**src/rtl/branch_predictor.sv**
```systemverilog
// Dynamic branch predictor: direct-mapped BTB plus a PHT of saturating counters,
// optionally gshare-indexed by a non-speculative global history register.
module branch_predictor #(
   parameter int WIDTH     = 32,
   parameter int ENTRIES   = 16,
   parameter int CTR_BITS  = 2,
   parameter int GHR_BITS  = 0,
   parameter int STAT_BITS = 16
) (
   input  logic                 clk,
   input  logic                 rst,
   input  logic [WIDTH-1:0]     PCF,
   input  logic                 updateE,
   input  logic                 isJumpE,
   input  logic [WIDTH-1:0]     PCE,
   input  logic                 takenE,
   input  logic [WIDTH-1:0]     targetE,
   input  logic                 predTakenE,
   input  logic [WIDTH-1:0]     predTargetE,
   output logic [WIDTH-1:0]     PCBPU,
   output logic                 PCBPUSrc,
   output logic                 predTakenF,
   output logic                 flushBranch,
   output logic [STAT_BITS-1:0] branchCount,
   output logic [STAT_BITS-1:0] mispredCount
);
   localparam int IDX  = $clog2(ENTRIES);
   localparam int TAGW = WIDTH - IDX - 2;
   localparam int GW   = (GHR_BITS > 0) ? GHR_BITS : 1;
   localparam logic [CTR_BITS-1:0] CTR_MAX = {CTR_BITS{1'b1}};
   localparam logic [CTR_BITS-1:0] CTR_WT  = CTR_BITS'(1'b1) << (CTR_BITS - 1);
   localparam logic [CTR_BITS-1:0] CTR_WNT = CTR_WT - CTR_BITS'(1'b1);

   logic [ENTRIES-1:0]   valid_q, valid_d, jump_q, jump_d;
   logic [TAGW-1:0]      tag_q [ENTRIES];
   logic [TAGW-1:0]      tag_d [ENTRIES];
   logic [WIDTH-1:0]     target_q [ENTRIES];
   logic [WIDTH-1:0]     target_d [ENTRIES];
   logic [CTR_BITS-1:0]  ctr_q [ENTRIES];
   logic [CTR_BITS-1:0]  ctr_d [ENTRIES];
   logic [GW-1:0]        ghr_q, ghr_d;
   logic [STAT_BITS-1:0] branch_count_q, branch_count_d;
   logic [STAT_BITS-1:0] mispred_count_q, mispred_count_d;

   logic [IDX-1:0]  ghr_idx_s, bi_f_s, pi_f_s, bi_e_s, pi_e_s;
   logic [TAGW-1:0] tag_f_s, tag_e_s;
   logic            hit_f_s, hit_e_s, pred_f_s, mis_s;
   logic            unused_s;

   // Table indexing and lookup for both the fetch and the execute PC.
   always_comb begin
      ghr_idx_s = '0;
      if (GHR_BITS > 0) begin
         ghr_idx_s[GW-1:0] = ghr_q;
      end else begin
         ghr_idx_s = '0;
      end
      bi_f_s   = PCF[IDX+1:2];
      tag_f_s  = PCF[WIDTH-1:IDX+2];
      pi_f_s   = bi_f_s ^ ghr_idx_s;
      bi_e_s   = PCE[IDX+1:2];
      tag_e_s  = PCE[WIDTH-1:IDX+2];
      pi_e_s   = bi_e_s ^ ghr_idx_s;
      hit_f_s  = valid_q[bi_f_s] && (tag_q[bi_f_s] == tag_f_s);
      hit_e_s  = valid_q[bi_e_s] && (tag_q[bi_e_s] == tag_e_s);
      pred_f_s = hit_f_s && (jump_q[bi_f_s] || ctr_q[pi_f_s][CTR_BITS-1]);
      mis_s    = updateE && ((takenE != predTakenE) ||
                             (takenE && (targetE != predTargetE)));
      unused_s = ^{PCF[1:0], PCE[1:0]};
   end

   // Next-PC mux: a resolved mispredict outranks the fetch-side prediction.
   always_comb begin
      PCBPU       = '0;
      PCBPUSrc    = 1'b0;
      predTakenF  = 1'b0;
      flushBranch = 1'b0;
      if (!rst) begin
         PCBPU       = '0;
         PCBPUSrc    = 1'b0;
         predTakenF  = 1'b0;
         flushBranch = 1'b0;
      end else if (mis_s) begin
         predTakenF  = pred_f_s;
         PCBPUSrc    = 1'b1;
         flushBranch = 1'b1;
         PCBPU       = takenE ? targetE : (PCE + WIDTH'(3'd4));
      end else begin
         predTakenF  = pred_f_s;
         PCBPUSrc    = pred_f_s;
         flushBranch = 1'b0;
         PCBPU       = target_q[bi_f_s];
      end
   end

   // Training: counters, BTB allocate/refresh, history and statistics.
   always_comb begin
      valid_d         = valid_q;
      jump_d          = jump_q;
      tag_d           = tag_q;
      target_d        = target_q;
      ctr_d           = ctr_q;
      ghr_d           = ghr_q;
      branch_count_d  = branch_count_q;
      mispred_count_d = mispred_count_q;
      if (updateE) begin
         if (isJumpE) begin
            ctr_d[pi_e_s] = CTR_MAX;
         end else if (takenE && !hit_e_s) begin
            ctr_d[pi_e_s] = CTR_WT;
         end else if (takenE) begin
            ctr_d[pi_e_s] = (ctr_q[pi_e_s] == CTR_MAX) ? CTR_MAX
                                                       : ctr_q[pi_e_s] + CTR_BITS'(1'b1);
         end else begin
            ctr_d[pi_e_s] = (ctr_q[pi_e_s] == '0) ? '0
                                                  : ctr_q[pi_e_s] - CTR_BITS'(1'b1);
         end
         if (takenE) begin
            valid_d[bi_e_s]  = 1'b1;
            jump_d[bi_e_s]   = isJumpE;
            tag_d[bi_e_s]    = tag_e_s;
            target_d[bi_e_s] = targetE;
         end else begin
            valid_d = valid_q;
         end
         // Only conditional outcomes carry pattern information.
         if (!isJumpE) begin
            ghr_d = (ghr_q << 1) | GW'(takenE);
         end else begin
            ghr_d = ghr_q;
         end
         branch_count_d = branch_count_q + STAT_BITS'(1'b1);
         if (mis_s) begin
            mispred_count_d = mispred_count_q + STAT_BITS'(1'b1);
         end else begin
            mispred_count_d = mispred_count_q;
         end
      end else begin
         ghr_d = ghr_q;
      end
   end

   // State registers; reset leaves every counter weakly not-taken.
   always_ff @(posedge clk or negedge rst) begin
      if (!rst) begin
         valid_q         <= '0;
         jump_q          <= '0;
         ghr_q           <= '0;
         branch_count_q  <= '0;
         mispred_count_q <= '0;
         for (int i = 0; i < ENTRIES; i++) begin
            tag_q[i]    <= '0;
            target_q[i] <= '0;
            ctr_q[i]    <= CTR_WNT;
         end
      end else begin
         valid_q         <= valid_d;
         jump_q          <= jump_d;
         ghr_q           <= ghr_d;
         branch_count_q  <= branch_count_d;
         mispred_count_q <= mispred_count_d;
         tag_q           <= tag_d;
         target_q        <= target_d;
         ctr_q           <= ctr_d;
      end
   end

   assign branchCount  = branch_count_q;
   assign mispredCount = mispred_count_q;

endmodule

```
**config.mk**
```make
export PLATFORM = sky130hd
export DESIGN_NAME = branch_predictor
export DESIGN_NICKNAME = d
export VERILOG_FILES = /design/src/rtl/branch_predictor.sv
export SDC_FILE = /design/constraint.sdc
export NUM_CORES = 2
export LEC_CHECK = 0
export CAP_MARGIN = 0
export CORE_MARGIN = 8
export CORE_UTILIZATION = 45
export DETAILED_ROUTE_END_ITERATION = 8
export HOLD_SLACK_MARGIN = 0.1
export PLACE_DENSITY = 0.74
export SLEW_MARGIN = 20
export SYNTH_ARGS = -nofsm -noshare
export SYNTH_HDL_FRONTEND = slang
export SYNTH_SLANG_ARGS = --single-unit
```
**constraint.sdc**
```tcl
create_clock -name clk -period 7.84 [get_ports clk]
set_input_delay 0.784 -clock clk [delete_from_list [all_inputs] [get_ports clk]]
set_output_delay 0.784 -clock clk [all_outputs]
set_load 0.005 [all_outputs]
```
==> results.md <==
- Fin util: 51.4%
- Reg-to-reg slack, setup: 4.14 ns
- Final net count: 3,713
- Number of DRC markers in iteration 0: 3,038
- Layout cells sized above 1: 46.4%
- Routed Antenna Nets: 0
- DR vias: 32,400
- Pwr/cell area: 265 mW/mm^2
- CTS tree: done
- Fin cells: 5,199
- Die width: 356 um
- Critical path launch point: targetE[7]
- Most frequent CP cell: clkdlybuf4s50_1
- Hold_sp: ctr_q[4]
- Average size of a mapped cell: 14.8 sq um
- Initial Utilization: 45.1%
- Port-buffer cells: 198
- Syn Std Cell Area: 0.0521 sq mm
- Required time of the critical path: 7.06 ns
- Setup TNS: 0 ns
- Crit end category: output pin
- CP Cell Sequence: clkdlybuf4s50_1 -> xor2_1 -> nor4_2 -> nand4_1 -> nor4_1 -> a21oi_4 -> buf_4 -> mux2i_1 -> nor2b_1 -> clkdlybuf4s50_1
- Tightest Hold Check Type: register to register
- DR DRC count: 0
- Post-Synthesis Cells: 3,523
- Site Rows: 125
- Clk_skew: 0.0362 ns
- Routability cong.: 0.862
- Most used DFF post-synth: dfrtp_1
- Antenna violations before repair: 12
- Crit path DAT: 5.38 ns
- Worst slew pin tran: 1.22 ns
- Fin crit period: 6.16 ns
- Pin count of the biggest net entering global routing: 166
- H-tree depth: 3
- DR WL/cell: 29.0 um
- 1st-pass router iterations: 6
- Root buf cell: clkbuf_16
- Fillers: 9,467
- Synth cell count leaders: 1,008 x dfrtp_1, 953 x mux2_2, 387 x mux4_2
- Slew headroom: 18.4%
- Worst Path Max Fanout: 36
- Die extent in y: 356 um
- Worst Hold Path EP: ctr_q[4]
- Fmax: 0.162 GHz
- Crit path max-delay cell type: clkdlybuf4s50_1
- Status: complete, no violations
- Number of global-route vias before repair: 34,000
- Core Area: 0.116 sq mm
- Place WS: 1.52 ns
- Bufs on Longest Clock Path: 3
- Unrepaired setup endpoints after global routing: false
- Max VDD drop: 0.000171 V
- Clock-pin slew on the worst setup and hold paths: 0.06 ns
- Dominant cell type by area after synthesis: dfrtp_1
- Top-count cell post-synth: dfrtp_1
- Cell variety after synth: 67
- Clk sinks: 1,024
- CTS Buf Count: 109
- Worst path max stage delay: 0.92 ns
- Flop and latch count out of synthesis: 1,024
- Syn-to-layout area delta: 14.0%
- Clk_lat worst skew: 0.72 ns
- R2R cell count: 9
- Critical path class: primary input to output pin
- Global router's overall resource usage: 23.6%
- Final wirelength: 151,000 um
- Synth async-reset ratio: 100%
- Final period util: 78.6%
- Largest cells by area after synthesis: dfrtp_1 48%, mux2_2 21%, mux4_2 17%
- Syn_nets: 3,663
- EDFF count, synth: 0
- Synth warnings: 0
- WHS: 0.472 ns
- Max Cap Viol: 0
- Hold Violations, Final: 0
- Hpwl dp: 91,500 um
- Post-synthesis sequential area ratio: 49.2%
- Register area: 0.0256 sq mm
- Detailed-route vias per instance: 6.23
- CP top delay family: buffers and inverters
- Leakage Power: 25.1 nW
- Multi-input logic area: 0.0250 sq mm
- CP bufs+invs: 3
- R2r endpoint: ctr_q[16]
- Final worst slack: 1.68 ns
- Grt total ovfl: 0
- Yosys top cell area share: 48.4%
- Worst Hold Depth: 2
- Die Area: 0.127 sq mm
- Placed cells: 4,985
- Setup violations, final: 0
- Max-slew violations: 0
- Worst setup SP type: primary input
- Ports: 201
- First-pass GRT wire length: 228,000 um
- Worst reg2reg path startpoint: tag_q[336]
## worst max path at each step
stage                      to  depth (start not counted)
floorplan           PCBPU[11]                          8
global placement    PCBPU[10]                          9
detailed placement  PCBPU[10]                          9
CTS                 PCBPU[10]                          9
global route        PCBPU[25]                         10
finish              PCBPU[25]                         10
## cells by family after synthesis
family	count (synthesis)	share of synthesized area (%)
DFF	1024	49.2
muxes	1445	39.3
AOI/OAI and AO/OA	172	2.28
adders and majority gates	6	0.144
buffers and inverters	366	3.03
xor gates and xnor gates	155	2.60
and+or+nand+nor	355	3.42
## placed cells by master (no fill, tap or decap), types with 5 or more instances in the layout
master           netlist  layout
nand3_1               36      36
or2_2                 19      19
o211ai_1              20      20
nor2_1                55      39
o21ai_0               59      59
buf_12                 2       9
xnor2_1               92      92
diode_2                0      10
a21oi_2                5       5
nand4_1               26      26
bufinv_16              0      15
nor2b_1               29      29
inv_1                 14      13
and4_1                 5       5
o21ai_1                7       7
nor3_1                19      19
mux4_2               387     387
clkbuf_8               0      32
a31oi_1                8       8
and2_1                 5       5
nand2_1              108     108
o211a_1                6       6
clkbuf_16              0     109
nand2b_1              15      15
nor2_4                 0      16
mux2_2               953     953
clkdlybuf4s50_1        0     189
clkbuf_1             247      15
and3_1                15      15
ha_1                   6       6
dfstp_2               16      16
nor4_1                17      16
xor2_1                63      63
mux2i_1              105     105
o21ai_2                6       6
a21oi_1               13      12
clkinv_2               0      20
dfrtp_1             1008    1008
buf_4                  8      85
## routing by layer
layer	up-vias	track usage, %	wire length [um]
li1	13300	-	-
met1	17500	32.5	62100
met2	1276	37.2	70900
met3	315	5.46	12700
met4	10	7.93	4980
met5	-	0	68
## registers in the layout, indices dropped and copies added, names as in the netlist
name / flops
target_q: 512
tag_q: 416
ctr_q: 32
branchCount: 16
jump_q: 16
mispredCount: 16
valid_q: 16
## where the power goes
| group | internal [W] | switching [W] | total, W |
|---|---|---|---|
| logic | 0.00185 | 0.00127 | 0.00312 |
| clock network | 0.00337 | 0.00226 | 0.00562 |
| registers | 0.00635 | 0.000679 | 0.00702 |
## repair_timing
action	CTS	global route
hold buffers	1	0
gates resized for setup	0	0
buffers inserted	0	0
hold endpoints to repair	26	0
setup endpoints to repair	0	0
## cell type report
class / instances / area share, %
Antenna cell: 10 / 0.0421
Multi-Input combinational cell: 2133 / 42.1
Timing Repair Buffer: 290 / 4.70
Inverter: 15 / 0.0947
Clock inverter: 47 / 1.25
Sequential cell: 1024 / 43.1
Tap cell: 1524 / 3.21
Clock buffer: 156 / 5.42
## tightest hold or removal path, stage by stage (launching register included)
cell     delay [ns]
dfstp_2        0.37
nand2_1        0.06
o21ai_2        0.05
## metrics by stage
step,instance area [sq um],power (W)
3_5_place_dp,55400,0.0102
2_1_floorplan,52100,0.00912
5_1_grt,59400,0.0164
6_report,59400,0.0158
3_3_place_gp,55400,0.0100
4_1_cts,59400,0.0158
Note: power is estimated with default switching activity, not from simulation.
